==> config.mk <==
export PLATFORM = sky130hd
export DESIGN_NAME = round_key_store_flat
export DESIGN_NICKNAME = d
export VERILOG_FILES = /design/src/rtl/round_key_store_if.sv /design/src/rtl/round_key_store.sv /design/src/flat_wrapper.sv
export SDC_FILE = /design/constraint.sdc
export NUM_CORES = 2
export LEC_CHECK = 0
export CAP_MARGIN = 20
export CORE_ASPECT_RATIO = 1.5
export CORE_UTILIZATION = 45
export CTS_CLUSTER_DIAMETER = 80
export DETAILED_ROUTE_END_ITERATION = 8
export MAX_ROUTING_LAYER = met4
export REMOVE_ABC_BUFFERS = 1
export SLEW_MARGIN = 5
export SYNTH_ARGS = -nofsm -noshare
export SYNTH_HDL_FRONTEND = slang
export SYNTH_SLANG_ARGS = --single-unit
==> constraint.sdc <==
create_clock -name clk -period 3 [get_ports clk]
set_input_delay 0.45 -clock clk [delete_from_list [all_inputs] [get_ports clk]]
set_output_delay 0.45 -clock clk [all_outputs]
set_load 0.02 [all_outputs]
==> src/rtl/round_key_store_if.sv <==
// round_key_store_if
// Bundles the control, write and read signals of the round-key store.
//   master : key-expansion unit / round pipeline side (drives requests)
//   slave  : round_key_store side (drives responses and status)
// Signals:
//   start, cfg_nkeys  - begin a key-load session with cfg_nkeys keys
//   zeroize           - wipe request
//   wr_en/idx/key     - key write port
//   rd_req/idx        - read request
//   rd_ack/hit/key    - registered read response
//   wr_err            - one-cycle pulse for a rejected write
//   ready, busy       - load complete / wipe in progress
interface round_key_store_if #(
    parameter int KEY_W = 128,
    parameter int IDX_W = 4
);
    logic             start;
    logic [IDX_W:0]   cfg_nkeys;
    logic             zeroize;
    logic             wr_en;
    logic [IDX_W-1:0] wr_idx;
    logic [KEY_W-1:0] wr_key;
    logic             rd_req;
    logic [IDX_W-1:0] rd_idx;
    logic             rd_ack;
    logic             rd_hit;
    logic [KEY_W-1:0] rd_key;
    logic             wr_err;
    logic             ready;
    logic             busy;

    modport master (
        output start, cfg_nkeys, zeroize, wr_en, wr_idx, wr_key, rd_req, rd_idx,
        input  rd_ack, rd_hit, rd_key, wr_err, ready, busy
    );

    modport slave (
        input  start, cfg_nkeys, zeroize, wr_en, wr_idx, wr_key, rd_req, rd_idx,
        output rd_ack, rd_hit, rd_key, wr_err, ready, busy
    );
endinterface

==> src/rtl/round_key_store.sv <==
// round_key_store
// Storage for up to DEPTH AES round keys with per-slot valid bits, a load
// state machine that reports ready once all configured keys are present,
// registered reads that report a miss for unloaded slots, and a
// multi-cycle zeroize sequence that clears every slot.
// Ports:
//   clk   - clock
//   n_rst - asynchronous active-low reset
//   bus   - round_key_store_if.slave (control, write port, read port, status)
module round_key_store #(
    parameter int KEY_W = 128,
    parameter int DEPTH = 15,
    parameter int IDX_W = 4
) (
    input logic              clk,
    input logic              n_rst,
    round_key_store_if.slave bus
);
    typedef enum logic [1:0] {IDLE, LOAD, READY, WIPE} state_t;

    localparam logic [IDX_W:0]   DEPTH_N  = (IDX_W+1)'(DEPTH);
    localparam logic [IDX_W-1:0] LAST_IDX = IDX_W'(DEPTH - 1);

    state_t           state;
    logic [KEY_W-1:0] slots [DEPTH];
    logic [DEPTH-1:0] valid;
    logic [IDX_W:0]   nkeys;
    logic [IDX_W-1:0] wipe_cnt;

    logic             rd_ack_q;
    logic             rd_hit_q;
    logic [KEY_W-1:0] rd_key_q;
    logic             wr_err_q;

    logic             start_go;
    logic             wr_ok;
    logic             wr_bad;
    logic             rd_ok;
    logic [IDX_W:0]   nkeys_clamped;
    logic [DEPTH-1:0] mask;
    logic [DEPTH-1:0] wr_onehot;
    logic [DEPTH-1:0] valid_next;

    always_comb begin
        // zeroize wins over start; start is meaningless while wiping
        start_go = bus.start && !bus.zeroize && (state != WIPE);

        // a write coinciding with an effective start is dropped silently
        wr_ok  = bus.wr_en && !bus.zeroize && !start_go &&
                 ((state == LOAD) || (state == READY)) &&
                 ({1'b0, bus.wr_idx} < nkeys);
        wr_bad = bus.wr_en && !bus.zeroize && !start_go && !wr_ok;

        rd_ok = ({1'b0, bus.rd_idx} < nkeys) && (state != WIPE);
        if (rd_ok) begin
            rd_ok = valid[bus.rd_idx];
        end

        if (bus.cfg_nkeys == '0) begin
            nkeys_clamped = (IDX_W+1)'(1);
        end else if (bus.cfg_nkeys > DEPTH_N) begin
            nkeys_clamped = DEPTH_N;
        end else begin
            nkeys_clamped = bus.cfg_nkeys;
        end

        mask      = '0;
        wr_onehot = '0;
        for (int unsigned i = 0; i < DEPTH; i++) begin
            mask[i] = ((IDX_W+1)'(i) < nkeys);
        end
        if (wr_ok) begin
            wr_onehot[bus.wr_idx] = 1'b1;
        end
        // includes this edge's write so ready rises right after the last key
        valid_next = valid | wr_onehot;
    end

    always_ff @(posedge clk or negedge n_rst) begin
        if (!n_rst) begin
            state    <= IDLE;
            valid    <= '0;
            nkeys    <= '0;
            wipe_cnt <= '0;
            rd_ack_q <= 1'b0;
            rd_hit_q <= 1'b0;
            rd_key_q <= '0;
            wr_err_q <= 1'b0;
            for (int unsigned i = 0; i < DEPTH; i++) begin
                slots[i] <= '0;
            end
        end else begin
            // read samples pre-write contents, giving old data on a collision
            rd_ack_q <= bus.rd_req;
            rd_hit_q <= bus.rd_req && rd_ok;
            rd_key_q <= (bus.rd_req && rd_ok) ? slots[bus.rd_idx] : '0;
            wr_err_q <= wr_bad;

            if (wr_ok) begin
                slots[bus.wr_idx] <= bus.wr_key;
            end

            if (bus.zeroize) begin
                state    <= WIPE;
                valid    <= '0;
                wipe_cnt <= '0;
            end else if (start_go) begin
                nkeys <= nkeys_clamped;
                valid <= '0;
                state <= LOAD;
            end else begin
                case (state)
                    LOAD: begin
                        valid <= valid_next;
                        if ((valid_next & mask) == mask) begin
                            state <= READY;
                        end
                    end
                    READY: begin
                        valid <= valid_next;
                    end
                    WIPE: begin
                        slots[wipe_cnt] <= '0;
                        wipe_cnt        <= wipe_cnt + 1'b1;
                        if (wipe_cnt == LAST_IDX) begin
                            state <= IDLE;
                            nkeys <= '0;
                        end
                    end
                    default: ;
                endcase
            end
        end
    end

    assign bus.rd_ack = rd_ack_q;
    assign bus.rd_hit = rd_hit_q;
    assign bus.rd_key = rd_key_q;
    assign bus.wr_err = wr_err_q;
    assign bus.ready  = (state == READY);
    assign bus.busy   = (state == WIPE);
endmodule

==> src/flat_wrapper.sv <==
// flat-port wrapper written by rule: the top's interface ports become plain ports
module round_key_store_flat 
#(
    parameter int KEY_W = 128,
    parameter int DEPTH = 15,
    parameter int IDX_W = 4
)
  (clk, n_rst, bus_start, bus_cfg_nkeys, bus_zeroize, bus_wr_en, bus_wr_idx, bus_wr_key, bus_rd_req, bus_rd_idx, bus_rd_ack, bus_rd_hit, bus_rd_key, bus_wr_err, bus_ready, bus_busy);
  round_key_store_if #(.KEY_W(KEY_W), .IDX_W(IDX_W)) bus_i ();
  input logic clk;
  input logic n_rst;
  input wire logic [$bits(bus_i.start)-1:0] bus_start;
  input wire logic [$bits(bus_i.cfg_nkeys)-1:0] bus_cfg_nkeys;
  input wire logic [$bits(bus_i.zeroize)-1:0] bus_zeroize;
  input wire logic [$bits(bus_i.wr_en)-1:0] bus_wr_en;
  input wire logic [$bits(bus_i.wr_idx)-1:0] bus_wr_idx;
  input wire logic [$bits(bus_i.wr_key)-1:0] bus_wr_key;
  input wire logic [$bits(bus_i.rd_req)-1:0] bus_rd_req;
  input wire logic [$bits(bus_i.rd_idx)-1:0] bus_rd_idx;
  output wire logic [$bits(bus_i.rd_ack)-1:0] bus_rd_ack;
  output wire logic [$bits(bus_i.rd_hit)-1:0] bus_rd_hit;
  output wire logic [$bits(bus_i.rd_key)-1:0] bus_rd_key;
  output wire logic [$bits(bus_i.wr_err)-1:0] bus_wr_err;
  output wire logic [$bits(bus_i.ready)-1:0] bus_ready;
  output wire logic [$bits(bus_i.busy)-1:0] bus_busy;
  assign bus_i.start = bus_start;
  assign bus_i.cfg_nkeys = bus_cfg_nkeys;
  assign bus_i.zeroize = bus_zeroize;
  assign bus_i.wr_en = bus_wr_en;
  assign bus_i.wr_idx = bus_wr_idx;
  assign bus_i.wr_key = bus_wr_key;
  assign bus_i.rd_req = bus_rd_req;
  assign bus_i.rd_idx = bus_rd_idx;
  assign bus_rd_ack = bus_i.rd_ack;
  assign bus_rd_hit = bus_i.rd_hit;
  assign bus_rd_key = bus_i.rd_key;
  assign bus_wr_err = bus_i.wr_err;
  assign bus_ready = bus_i.ready;
  assign bus_busy = bus_i.busy;
  round_key_store #(.KEY_W(KEY_W), .DEPTH(DEPTH), .IDX_W(IDX_W)) u_core (.clk(clk), .n_rst(n_rst), .bus(bus_i));
endmodule
==> run_results.csv <==
group,metric,value,unit
synthesis,ys_ff_latch,2077,
pwr,power.leakage,47.6,nW
routing,remaining_drc_errors,0,
setup_path,r2r_setup_slack,-0.08,ns
sta,finalSetupViolations,2,
pwr,ir_worst_vdd,0.441,mV
clocking,h-tree-depth,4,
routing,via_count,80500,
clocking,clock-sinks,2077,
floorplanning,core,212000,um^2
floorplanning,start_util,0.452,
global_routing,grt_overflow_total,0,
cells_and_area,layout-drive-gt1-share,0.133,
sta,final.setup.worst_slack,-0.0801,ns
setup_path,critical_path.max_fanout,4,
floorplanning,dieHeight,567,um
setup_path,critical_path.max_stage_delay,0.55,ns
synthesis,synth.avg_cell_area,9.54,um^2
synthesis,postSynth.topFlopCell,"sky130_fd_sc_hd__dfrtp_1",
setup_path,crit_slowest_cell,"sky130_fd_sc_hd__or4_4",
sta,final_period_minus_worst_setup_slack,3.08,ns
place,routabilityCongestion,0.876,
global_routing,first_global_vias,82100,
clocking,tritoncts_clock_tree,"done",
floorplanning,io_pins,280,
sta,max_freq,325,MHz
hold_path,worst_hold_path_type,"input port to asynchronous set/reset pin",
setup_path,cp.required,3.81,ns
synthesis,async_reset_ff_frac,1.00,
clocking,worst_setup_hold_path_clk_slew,0.07,ns
clocking,clock_tree.buffer_depth,4,
outcome,failing_checks,"setup timing",
clocking,clock_latency,0.91,ns
setup_path,buffers_plus_inverters_on_the_worst_setup_path,2,
synthesis,ys_seq_area_frac,0.543,
job,max_cap_viol_count,0,
setup_path,path_cells,"ha_4 > or4_4 > buf_6 > a2111oi_4 > buf_4 > o31a_1 > o311ai_4 > o41ai_4 > nand2_1 > a221oi_2",
global_routing,initial_antenna_violation_count,35,
setup_path,cp-start-kind,"register",
global_routing,grt_usage,0.350,
cells_and_area,fillers,18600,
floorplanning,std_cell_rows,207,
sta,slew_headroom,0.404,
setup_path,arrival,3.89,ns
place,pre_cts_setup_slack,-0.689,ns
sta,timing_worst_slew_pin_value,0.893,ns
sta,clock_skew,0.0580,ns
cells_and_area,final_net_count,10200,
synthesis,syn-instance-count,10000,
routing,first_pass_iters,8,
synthesis,synth.distinct_cells,58,
sta,rsz_0062_raised_after_global_routing,"yes",
pwr,power_density,619,nW/um^2
setup_path,timing.critical_path.max_delay_family,"compound AO/OA/AOI/OAI gates",
setup_path,setup.worst_path.end_class,"register",
clocking,cts-buffers-inserted,211,
global_routing,grt_start_max_net_pins,146,
cells_and_area,areaGrowthSynthToFinish,17.4,%
synthesis,synth_area,95700,um^2
sta,fin_hold_ws,0.0960,ns
place,port-buffer-count,279,
sta,slew_viol_final,0,
global_routing,wire_length_of_the_first_global_routing_pass,542000,um
synthesis,synthesis.yosys.warnings,0,
routing,ant_nets,0,
sta,final_hold_viol_count,0,
routing,drt_iter0_drc,10400,
routing,totalWireLength,366000,um
place,detailed_place_hpwl,202000,um
setup_path,worst-setup-path-type,"register to register",
routing,via_per_inst,6.16,
clocking,root_buffer,"sky130_fd_sc_hd__clkbuf_16",
sta,finalCritPeriodShare,1.03,
floorplanning,dieArea,215000,um^2
outcome,run_status,"complete, but fails checks",
synthesis,synth_edf_count,0,
routing,avgRoutedWirePerCell,28.0,um
floorplanning,fp.dieW,379,um
==> worst reg2reg max path: stages, from the launching register on <==
cell and delay [ns]:
sky130_fd_sc_hd__dfrtp_2 0.46, sky130_fd_sc_hd__ha_4 0.24, sky130_fd_sc_hd__or4_4 0.55, sky130_fd_sc_hd__buf_6 0.16
sky130_fd_sc_hd__a2111oi_4 0.25, sky130_fd_sc_hd__buf_4 0.19, sky130_fd_sc_hd__o31a_1 0.19, sky130_fd_sc_hd__o311ai_4 0.13
sky130_fd_sc_hd__o41ai_4 0.41, sky130_fd_sc_hd__nand2_1 0.15, sky130_fd_sc_hd__a221oi_2 0.26
==> layout make-up <==
cell class                 count  area [um^2]  area share
sequential                  2077        52000       0.462
multi-input combinational   6993        40500       0.360
clock inverter                30          438     0.00390
tap                         2821         3530      0.0314
inverter                      12         45.0    0.000401
antenna                       36         90.1    0.000802
timing repair buffer         753         9360      0.0833
clock buffer                 342         6440      0.0573
==> cell families (layout without fill, tap and decap cells) <==
kind of cell,after synthesis,count (layout),synth area share
multiplexers,647,647,0.135
adder cells (fa/ha/maj),13,13,0.00170
flip-flops,2077,2077,0.543
AO/OA/AOI/OAI,2099,2099,0.111
XOR/XNOR,3,3,0.000275
AND/OR/NAND/NOR,4231,4231,0.171
other,0,36,0
buffers and inverters,956,1137,0.0375
==> power by group <==
group	total, mW	internal [mW]	switching (mW)
sequential	32.7	31.1	1.66
combinational	10.0	4.29	5.71
clock	26.9	15.3	11.5
==> synthesized netlist by cell type, types with 13 or more instances <==
cell,instances,share of area
sky130_fd_sc_hd__nand2_1,3981,0.16
sky130_fd_sc_hd__mux4_2,515,0.12
sky130_fd_sc_hd__mux2i_1,132,0.014
sky130_fd_sc_hd__nor3_1,17,0.00089
sky130_fd_sc_hd__clkbuf_1,886,0.035
sky130_fd_sc_hd__o21ai_0,131,0.0069
sky130_fd_sc_hd__nor2b_1,132,0.0086
sky130_fd_sc_hd__dfrtp_1,2077,0.54
sky130_fd_sc_hd__a21oi_1,1931,0.10
sky130_fd_sc_hd__ha_1,13,0.0017
sky130_fd_sc_hd__buf_1,57,0.0022
sky130_fd_sc_hd__nor2_1,58,0.0023
==> stage by stage <==
step | TNS, ns | total power, mW | instances | area, um^2 | util
2_1_floorplan | - | 38.0 | 9082 | 92200 | -
3_3_place_gp | -402.02 | 42.5 | 12600 | 105000 | 0.497
3_5_place_dp | -506.57 | 43.0 | 12600 | 105000 | 0.497
5_1_grt | -0.313 | 72.0 | 13100 | 112000 | 0.531
4_1_cts | -0.0264 | 69.6 | 13000 | 112000 | 0.530
6_report | -0.0881 | 69.6 | 13100 | 112000 | 0.531
==> sequential cells by signal, indices dropped and copies added (netlist names) <==
name / cells
u_core.state: 2
u_core.bus.rd_ack: 1
u_core.wipe_cnt: 4
u_core.bus.rd_hit: 1
u_core.bus.wr_err: 1
u_core.bus.rd_key: 128
u_core.valid: 15
u_core.nkeys: 5
u_core.slots: 1920
==> placed cells by master (no fill, tap or decap), types with 5 or more instances in the layout <==
cell | netlist | final
sky130_fd_sc_hd__buf_6 | 0 | 5
sky130_fd_sc_hd__nor2b_1 | 132 | 130
sky130_fd_sc_hd__buf_16 | 0 | 5
sky130_fd_sc_hd__nor3_1 | 17 | 13
sky130_fd_sc_hd__mux2i_1 | 132 | 132
sky130_fd_sc_hd__dfrtp_1 | 2077 | 2076
sky130_fd_sc_hd__nor4_2 | 2 | 5
sky130_fd_sc_hd__clkbuf_8 | 0 | 66
sky130_fd_sc_hd__diode_2 | 0 | 36
sky130_fd_sc_hd__clkbuf_1 | 886 | 65
sky130_fd_sc_hd__mux4_2 | 515 | 515
sky130_fd_sc_hd__nor2_1 | 58 | 50
sky130_fd_sc_hd__buf_12 | 0 | 226
sky130_fd_sc_hd__nand2b_1 | 6 | 6
sky130_fd_sc_hd__bufinv_16 | 0 | 8
sky130_fd_sc_hd__nor2_4 | 0 | 8
sky130_fd_sc_hd__clkbuf_16 | 0 | 214
sky130_fd_sc_hd__o21ai_0 | 131 | 130
sky130_fd_sc_hd__o211ai_1 | 6 | 6
sky130_fd_sc_hd__buf_4 | 0 | 235
sky130_fd_sc_hd__clkinv_2 | 0 | 10
sky130_fd_sc_hd__nand2_1 | 3981 | 3981
sky130_fd_sc_hd__ha_1 | 13 | 11
sky130_fd_sc_hd__clkdlybuf4s50_1 | 0 | 274
sky130_fd_sc_hd__a21oi_1 | 1931 | 1931
sky130_fd_sc_hd__inv_1 | 10 | 9
==> what timing repair did <==
action | in CTS | in global routing
setup buffers | 3 | 4
setup endpoints to repair | 94 | 178
hold buffers | 1 | 0
pin swaps | 7 | 7
gates resized for setup | 10 | 17
endpoints found under the hold margin | 455 | 0
cloned | 0 | 2
==> worst paths after layout <==
path                       depth (start not counted)              start                  to
setup / recovery                                  10    u_core.state[1]     u_core.state[1]
hold / removal                                     2              n_rst   u_core.slots[197]
setup reg to reg                                  10    u_core.state[1]     u_core.state[1]
hold reg to reg                                    2  u_core.slots[613]   u_core.slots[613]
max in group asynchronous                          4              n_rst  u_core.slots[1380]
min in group clk                                   1         bus_rd_req   u_core.bus.rd_ack
==> routing by layer <==
layer,global-route usage,part of all wire,up-vias
li1,-,-,33500
met1,0.449,0.37,40800
met2,0.539,0.47,5097
met3,0.0689,0.11,1155
met4,0.152,0.047,0
met5,-,0,-
Note: power is estimated with default switching activity, not from simulation.
